[src/rtl/key_scan_pkg.sv]
// Shared definitions for the keypad scanner: matrix geometry, debounce states
// and the column priority helper used to form key codes.
package key_scan_pkg;

    localparam int KEY_ROWS = 4;
    localparam int KEY_COLS = 4;

    typedef enum logic [1:0] {
        IDLE      = 2'd0,
        PRESS_DEB = 2'd1,
        HELD      = 2'd2,
        REL_DEB   = 2'd3
    } deb_state_t;

    // Index of the lowest set bit; callers only use the result when hits != 0.
    function automatic logic [1:0] lowest_col(input logic [KEY_COLS-1:0] hits);
        logic [1:0] idx;
        idx = 2'd0;
        for (int c = KEY_COLS - 1; c >= 0; c--) begin
            if (hits[c]) idx = 2'(c);
        end
        return idx;
    endfunction

endpackage

[src/rtl/key_deb_fsm.sv]
// Frame-level debounce: a code must repeat for DEB_FRAMES frames to be accepted,
// and must be absent for DEB_FRAMES frames to be released.
module key_deb_fsm
    import key_scan_pkg::*;
#(
    parameter int DEB_FRAMES = 4
) (
    input  logic       clk,
    input  logic       rst,
    input  logic       frame_end,
    input  logic       found,
    input  logic [3:0] code,
    output logic       key_sta,
    output logic [3:0] value,
    output logic       press_evt
);

    localparam logic [3:0] DEB_LAST = 4'(DEB_FRAMES - 1);

    deb_state_t state;
    logic [3:0] cnt;
    logic [3:0] cand;
    logic       match;

    assign match = found && (code == cand);

    // Same-edge strobe so the interrupt latch sets together with key_sta.
    assign press_evt = frame_end && (state == PRESS_DEB) && match && (cnt == DEB_LAST);

    always_ff @(posedge clk) begin
        if (rst) begin
            state   <= IDLE;
            cnt     <= 4'd0;
            cand    <= 4'd0;
            key_sta <= 1'b0;
            value   <= 4'd0;
        end else if (frame_end) begin
            case (state)
                IDLE: begin
                    if (found) begin
                        cand  <= code;
                        cnt   <= 4'd1;
                        state <= PRESS_DEB;
                    end
                end
                PRESS_DEB: begin
                    if (match) begin
                        cnt <= cnt + 4'd1;
                        if (cnt == DEB_LAST) begin
                            state   <= HELD;
                            value   <= cand;
                            key_sta <= 1'b1;
                        end
                    end else if (found) begin
                        cand <= code;
                        cnt  <= 4'd1;
                    end else begin
                        state <= IDLE;
                    end
                end
                HELD: begin
                    if (!match) begin
                        cnt   <= 4'd1;
                        state <= REL_DEB;
                    end
                end
                REL_DEB: begin
                    if (match) begin
                        cnt   <= 4'd0;
                        state <= HELD;
                    end else begin
                        cnt <= cnt + 4'd1;
                        if (cnt == DEB_LAST) begin
                            state   <= IDLE;
                            key_sta <= 1'b0;
                        end
                    end
                end
                default: state <= IDLE;
            endcase
        end
    end

endmodule

[src/rtl/key_scan.sv]
// 4x4 matrix keypad scanner: row drive, column synchronizer, per-frame lowest-code
// capture, debounce and a latched press interrupt for the MCU key register block.
module key_scan
    import key_scan_pkg::*;
#(
    parameter int SCAN_DIV   = 1000,
    parameter int DEB_FRAMES = 4
) (
    input  logic       clk_i,
    input  logic       rst_i,
    output logic [3:0] key_row_o4,
    input  logic [3:0] key_col_i4,
    output logic [7:0] key_value_o8,
    output logic       key_sta_o,
    output logic       key_int_o,
    input  logic       key_clr_i
);

    localparam int                DIV_W    = $clog2(SCAN_DIV);
    localparam logic [DIV_W-1:0]  DIV_LAST = DIV_W'(SCAN_DIV - 1);

    logic [3:0]       col_s1;
    logic [3:0]       col_s2;
    logic [DIV_W-1:0] div_cnt;
    logic [1:0]       row_cnt;
    logic             acc_found;
    logic [3:0]       acc_code;
    logic             sample;
    logic             frame_end;
    logic [3:0]       row_hit;
    logic             hit_now;
    logic [3:0]       hit_code;
    logic             frame_found;
    logic [3:0]       frame_code;
    logic             deb_sta;
    logic [3:0]       deb_value;
    logic             press_evt;

    always_ff @(posedge clk_i) begin
        if (rst_i) begin
            col_s1 <= 4'hF;
            col_s2 <= 4'hF;
        end else begin
            col_s1 <= key_col_i4;
            col_s2 <= col_s1;
        end
    end

    always_ff @(posedge clk_i) begin
        if (rst_i) begin
            div_cnt <= '0;
            row_cnt <= 2'd0;
        end else if (sample) begin
            div_cnt <= '0;
            row_cnt <= row_cnt + 2'd1;
        end else begin
            div_cnt <= div_cnt + 1'b1;
        end
    end

    assign key_row_o4 = ~(4'b0001 << row_cnt);
    assign sample     = (div_cnt == DIV_LAST);
    assign frame_end  = sample && (row_cnt == 2'd3);

    assign row_hit  = ~col_s2;
    assign hit_now  = |row_hit;
    assign hit_code = {row_cnt, lowest_col(row_hit)};

    // Rows are scanned in ascending order, so the first hit of a frame is its lowest code.
    assign frame_found = acc_found || hit_now;
    assign frame_code  = acc_found ? acc_code : hit_code;

    always_ff @(posedge clk_i) begin
        if (rst_i) begin
            acc_found <= 1'b0;
            acc_code  <= 4'd0;
        end else if (frame_end) begin
            acc_found <= 1'b0;
        end else if (sample && hit_now && !acc_found) begin
            acc_found <= 1'b1;
            acc_code  <= hit_code;
        end
    end

    key_deb_fsm #(
        .DEB_FRAMES(DEB_FRAMES)
    ) u_deb (
        .clk      (clk_i),
        .rst      (rst_i),
        .frame_end(frame_end),
        .found    (frame_found),
        .code     (frame_code),
        .key_sta  (deb_sta),
        .value    (deb_value),
        .press_evt(press_evt)
    );

    always_ff @(posedge clk_i) begin
        if (rst_i) begin
            key_int_o <= 1'b0;
        end else if (key_clr_i) begin
            key_int_o <= 1'b0;
        end else if (press_evt) begin
            key_int_o <= 1'b1;
        end
    end

    assign key_sta_o    = deb_sta;
    assign key_value_o8 = {4'h0, deb_value};

endmodule
[config.mk]
export PLATFORM = sky130hd
export DESIGN_NAME = key_scan
export DESIGN_NICKNAME = d
export VERILOG_FILES = /design/src/rtl/key_scan_pkg.sv /design/src/rtl/key_deb_fsm.sv /design/src/rtl/key_scan.sv
export SDC_FILE = /design/constraint.sdc
export NUM_CORES = 1
export LEC_CHECK = 0
export ABC_AREA = 1
export CELL_PAD_IN_SITES_DETAIL_PLACEMENT = 1
export CELL_PAD_IN_SITES_GLOBAL_PLACEMENT = 1
export CORE_UTILIZATION = 37
export CTS_BUF_LIST = sky130_fd_sc_hd__clkbuf_4 sky130_fd_sc_hd__clkbuf_8 sky130_fd_sc_hd__clkbuf_16
export CTS_CLUSTER_DIAMETER = 200
export DETAILED_ROUTE_END_ITERATION = 7
export GPL_TIMING_DRIVEN = 0
export PLACE_DENSITY = 0.85
export SKIP_LAST_GASP = 1
export SLEW_MARGIN = 20
export SYNTH_ARGS = -nofsm -noshare
export SYNTH_HDL_FRONTEND = slang
export SYNTH_SLANG_ARGS = --single-unit
[constraint.sdc]
create_clock -name clk_i -period 1.65 [get_ports clk_i]
set_clock_uncertainty 0.2 [all_clocks]
set_input_delay 0.495 -clock clk_i [delete_from_list [all_inputs] [get_ports clk_i]]
set_output_delay 0.495 -clock clk_i [all_outputs]
set_load 0.005 [all_outputs]
==> results.ini, run 1 <==
[run_status]
status = complete, but fails checks
violations = setup timing

[drt]
route.vias.total = 2244
ant_nets = 0
drtPass1Iterations = 4
drtIter0Drc = 101
drcViolationCount = 0
vias_per_cell = 5.24
wirelength_mm = 7.49
wl_per_cell_um = 17.5

[logic_synthesis]
synth-main-ff-cell = dfxtp_1
synth_xor_area_share_pct = 2.50
ys_ff_latch = 41
synth_compound_area_share_pct = 12.4
synthSimpleGateAreaFrac_pct = 32.4
syn-mean-instance-area_um2 = 7.20
muxShareOfSynthArea_pct = 0
synth_top_family_by_area = simple AND/OR/NAND/NOR gates
synthesis.area_mm2 = 0.00210
yosys_warnings = 0
synth-seq-area-share_pct = 39.0
synth.distinct_cells = 36
synthCells = 292
synth_edf_count = 0
ys_async_sr_fraction_pct = 0
synthAdderAreaFrac_pct = 3.57

[clocking]
cts_tree = yes
root_buffer = clkbuf_8
htreeDepth = 2
clockBufferDepth = 2
clkSinkCount = 41
cts_buffers = 5
clock_latency_ps = 320
cts_hold_buf = 0
clk_pin_slew_worst_paths_ps = 90

[finish]
area_growth_pct = 54.3
fin_nets = 368
antenna_cells = 0
drive_gt1_share_pct = 48.0
final_cell_mix = 34 x buf_4, 30 x nor2_1, 26 x inv_1, 23 x nand2_1, 22 x dfxtp_1
final_common_cell = buf_4
multi_input_area_mm2 = 0.00149
finish.instance_area_mm2 = 0.00324
regArea_um2 = 855
n_fill_cell = 652

[sta]
drv_slew = 0
hold_viol_final = 0
layout_setup_ws_ps = -358
setup_viol_count_final = 28
fin_crit_ps = 2010
whs_ps = 229
rsz0062_at_grt = yes
period_share_pct = 122
max_freq_mhz = 498

[floorplan]
start_util_pct = 38.2
dieArea_mm2 = 0.00599
boundaryPins = 21
rows = 27
die_w_um = 77.4
die_h_um = 77.4
coreArea_mm2 = 0.00551

[place]
gp_congestion = 0.820
port_buffers = 16
placed_cell_area_mm2 = 0.00238
post-dp-hpwl_mm = 3.66

[global_route]
gr-total-overflow = 0
grt_pass1_wl_mm = 10.6
grt_max_degree = 15
grtUsageTotal_pct = 23.2
antenna_found_initial = 0
grt_pass1_vias = 2263

[critical_path]
worstPathRequired_ps = 1710
crit_path_start = row_cnt[0]$_SDFFE_PP0N_
crit_fanout = 3
cp-end-kind = flop
critPathLaunchType = flop
worstPathArrival_ps = 2060
r2r_start = row_cnt[0]$_SDFFE_PP0N_
worst-setup-path-type = flop to flop

[run]
max_cap_violations = 0

[power]
power_frac_comb_pct = 12.2
power_mw = 1.97
switching_share_pct = 28.4
p_int_mw = 1.41
p_sw_uw = 558
irDropWorstVdd_mv = 0.531
cellLeakagePower_nw = 1.38
cellPowerDensity_mw_per_mm2 = 606
clkPwrFrac_pct = 36.4
pwr-share-seq_pct = 51.4

[hold_path]
holdCritPathClass = flop to flop
min_from = col_s1[0]$_SDFF_PP1_

synthesized netlist by cell type (2+ instances only):
master / number / area [µm²]
buf_2: 2 / 10.0
a31oi_1: 2 / 12.5
nand3_1: 23 / 115
or2_2: 10 / 62.6
o211ai_1: 3 / 22.5
ha_1: 6 / 75.1
a211oi_1: 2 / 15.0
nor2_1: 39 / 146
nand4_1: 5 / 31.3
nand2_1: 46 / 173
nor2_2: 2 / 12.5
nand3b_1: 2 / 15.0
buf_4: 4 / 30.0
nor4_1: 2 / 12.5
nor3_1: 3 / 15.0
clkbuf_1: 3 / 11.3
inv_2: 3 / 11.3
dfxtp_1: 41 / 821
nand2_2: 2 / 12.5
o21ai_0: 20 / 100
a21oi_1: 18 / 90.1
inv_1: 36 / 135
xor2_1: 5 / 43.8
sequential cells by signal, indices dropped and copies added, names as in the netlist, named ones only:
signal,flops
u_deb.cnt,4
u_deb.value,4
col_s1,4
u_deb.cand,4
row_cnt,2
acc_code,4
div_cnt,10
key_int_o,1
col_s2,4
acc_found,1
u_deb.state,1
u_deb.key_sta,1
power by group through the flow:
stage          Sequential, mW  Clock (mW)  Combinational [mW]
2_1_floorplan            1.03           0              0.0994
3_3_place_gp             1.03           0               0.137
3_5_place_dp             1.03           0               0.142
4_1_cts                  1.01       0.706               0.176
5_1_grt                  1.01       0.762               0.254
6_report                 1.01       0.715               0.239
timing repair:
item | 4_1_cts | 5_1_grt
cloned | 0 | 1
endpoints found under the setup margin | 42 | 42
setup buffers | 26 | 13
pin swaps | 26 | 29
resized for setup | 104 | 79
layout make-up:
cell class	instances	area share [%]
Buffer	9	2.08
Clock inverter	3	0.656
Timing Repair Buffer	54	14.8
Sequential cell	41	26.3
Tap cell	72	2.78
Inverter	39	5.36
Clock buffer	5	2.12
Multi-Input combinational cell	205	45.8
worst max-delay path, stage by stage, from the launching register on:
cell and delay, ps:
dfxtp_4 370, buf_6 120, nand2_4 70, nand2_4 60, nand2_2 60, nand3_2 80, nor2_4 130, buf_4 130
nand4_1 150, buf_4 190, nand3_1 70, nor2_1 50, nand3_1 70, nand2_1 50, nor2_1 130
cells by family after synthesis:
kind of cell | after synthesis
AOI/OAI and AO/OA | 48
xor gates and xnor gates | 6
adders and majority gates | 6
buffers and inverters | 49
DFF | 41
other | 1
and+or+nand+nor | 141
final timing paths:
kind	slack (ps)	endpoint	cells past startpoint
max	-360	u_deb.state[0]$_SDFFE_PP0P_	14
min	230	col_s2[0]$_SDFF_PP1_	1
max reg2reg	-360	u_deb.state[0]$_SDFFE_PP0P_	14
min reg2reg	230	col_s2[0]$_SDFF_PP1_	1
metal layers:
layer | wire length (µm) | global-route usage (%)
met5 | 0 | 0
met4 | 257 | 8.87
met3 | 233 | 4.00
met2 | 4170 | 44.9
met1 | 2840 | 24.7
per-stage QoR:
step,utilization (%),setup TNS [ps],worst slack (ps),instances
5_1_grt,58.9,-9010,-479,428
3_5_place_dp,43.2,-13750,-540,383
4_1_cts,52.5,-4720,-250,416
3_3_place_gp,43.2,-12680,-492,383
2_1_floorplan,-,-1880,-159,295
6_report,58.9,-6310,-358,428
No activity file was read; power rests on OpenSTA's default activity.
==> inputs of run 2 (changes only) <==
--- a/config.mk
+++ b/config.mk
@@ -15,7 +15,6 @@
 export GPL_TIMING_DRIVEN = 0
 export PLACE_DENSITY = 0.85
 export SKIP_LAST_GASP = 1
-export SLEW_MARGIN = 20
 export SYNTH_ARGS = -nofsm -noshare
 export SYNTH_HDL_FRONTEND = slang
 export SYNTH_SLANG_ARGS = --single-unit
==> results of run 2 <==
The final DEF is identical to that of run 1; final timing and power are the same.
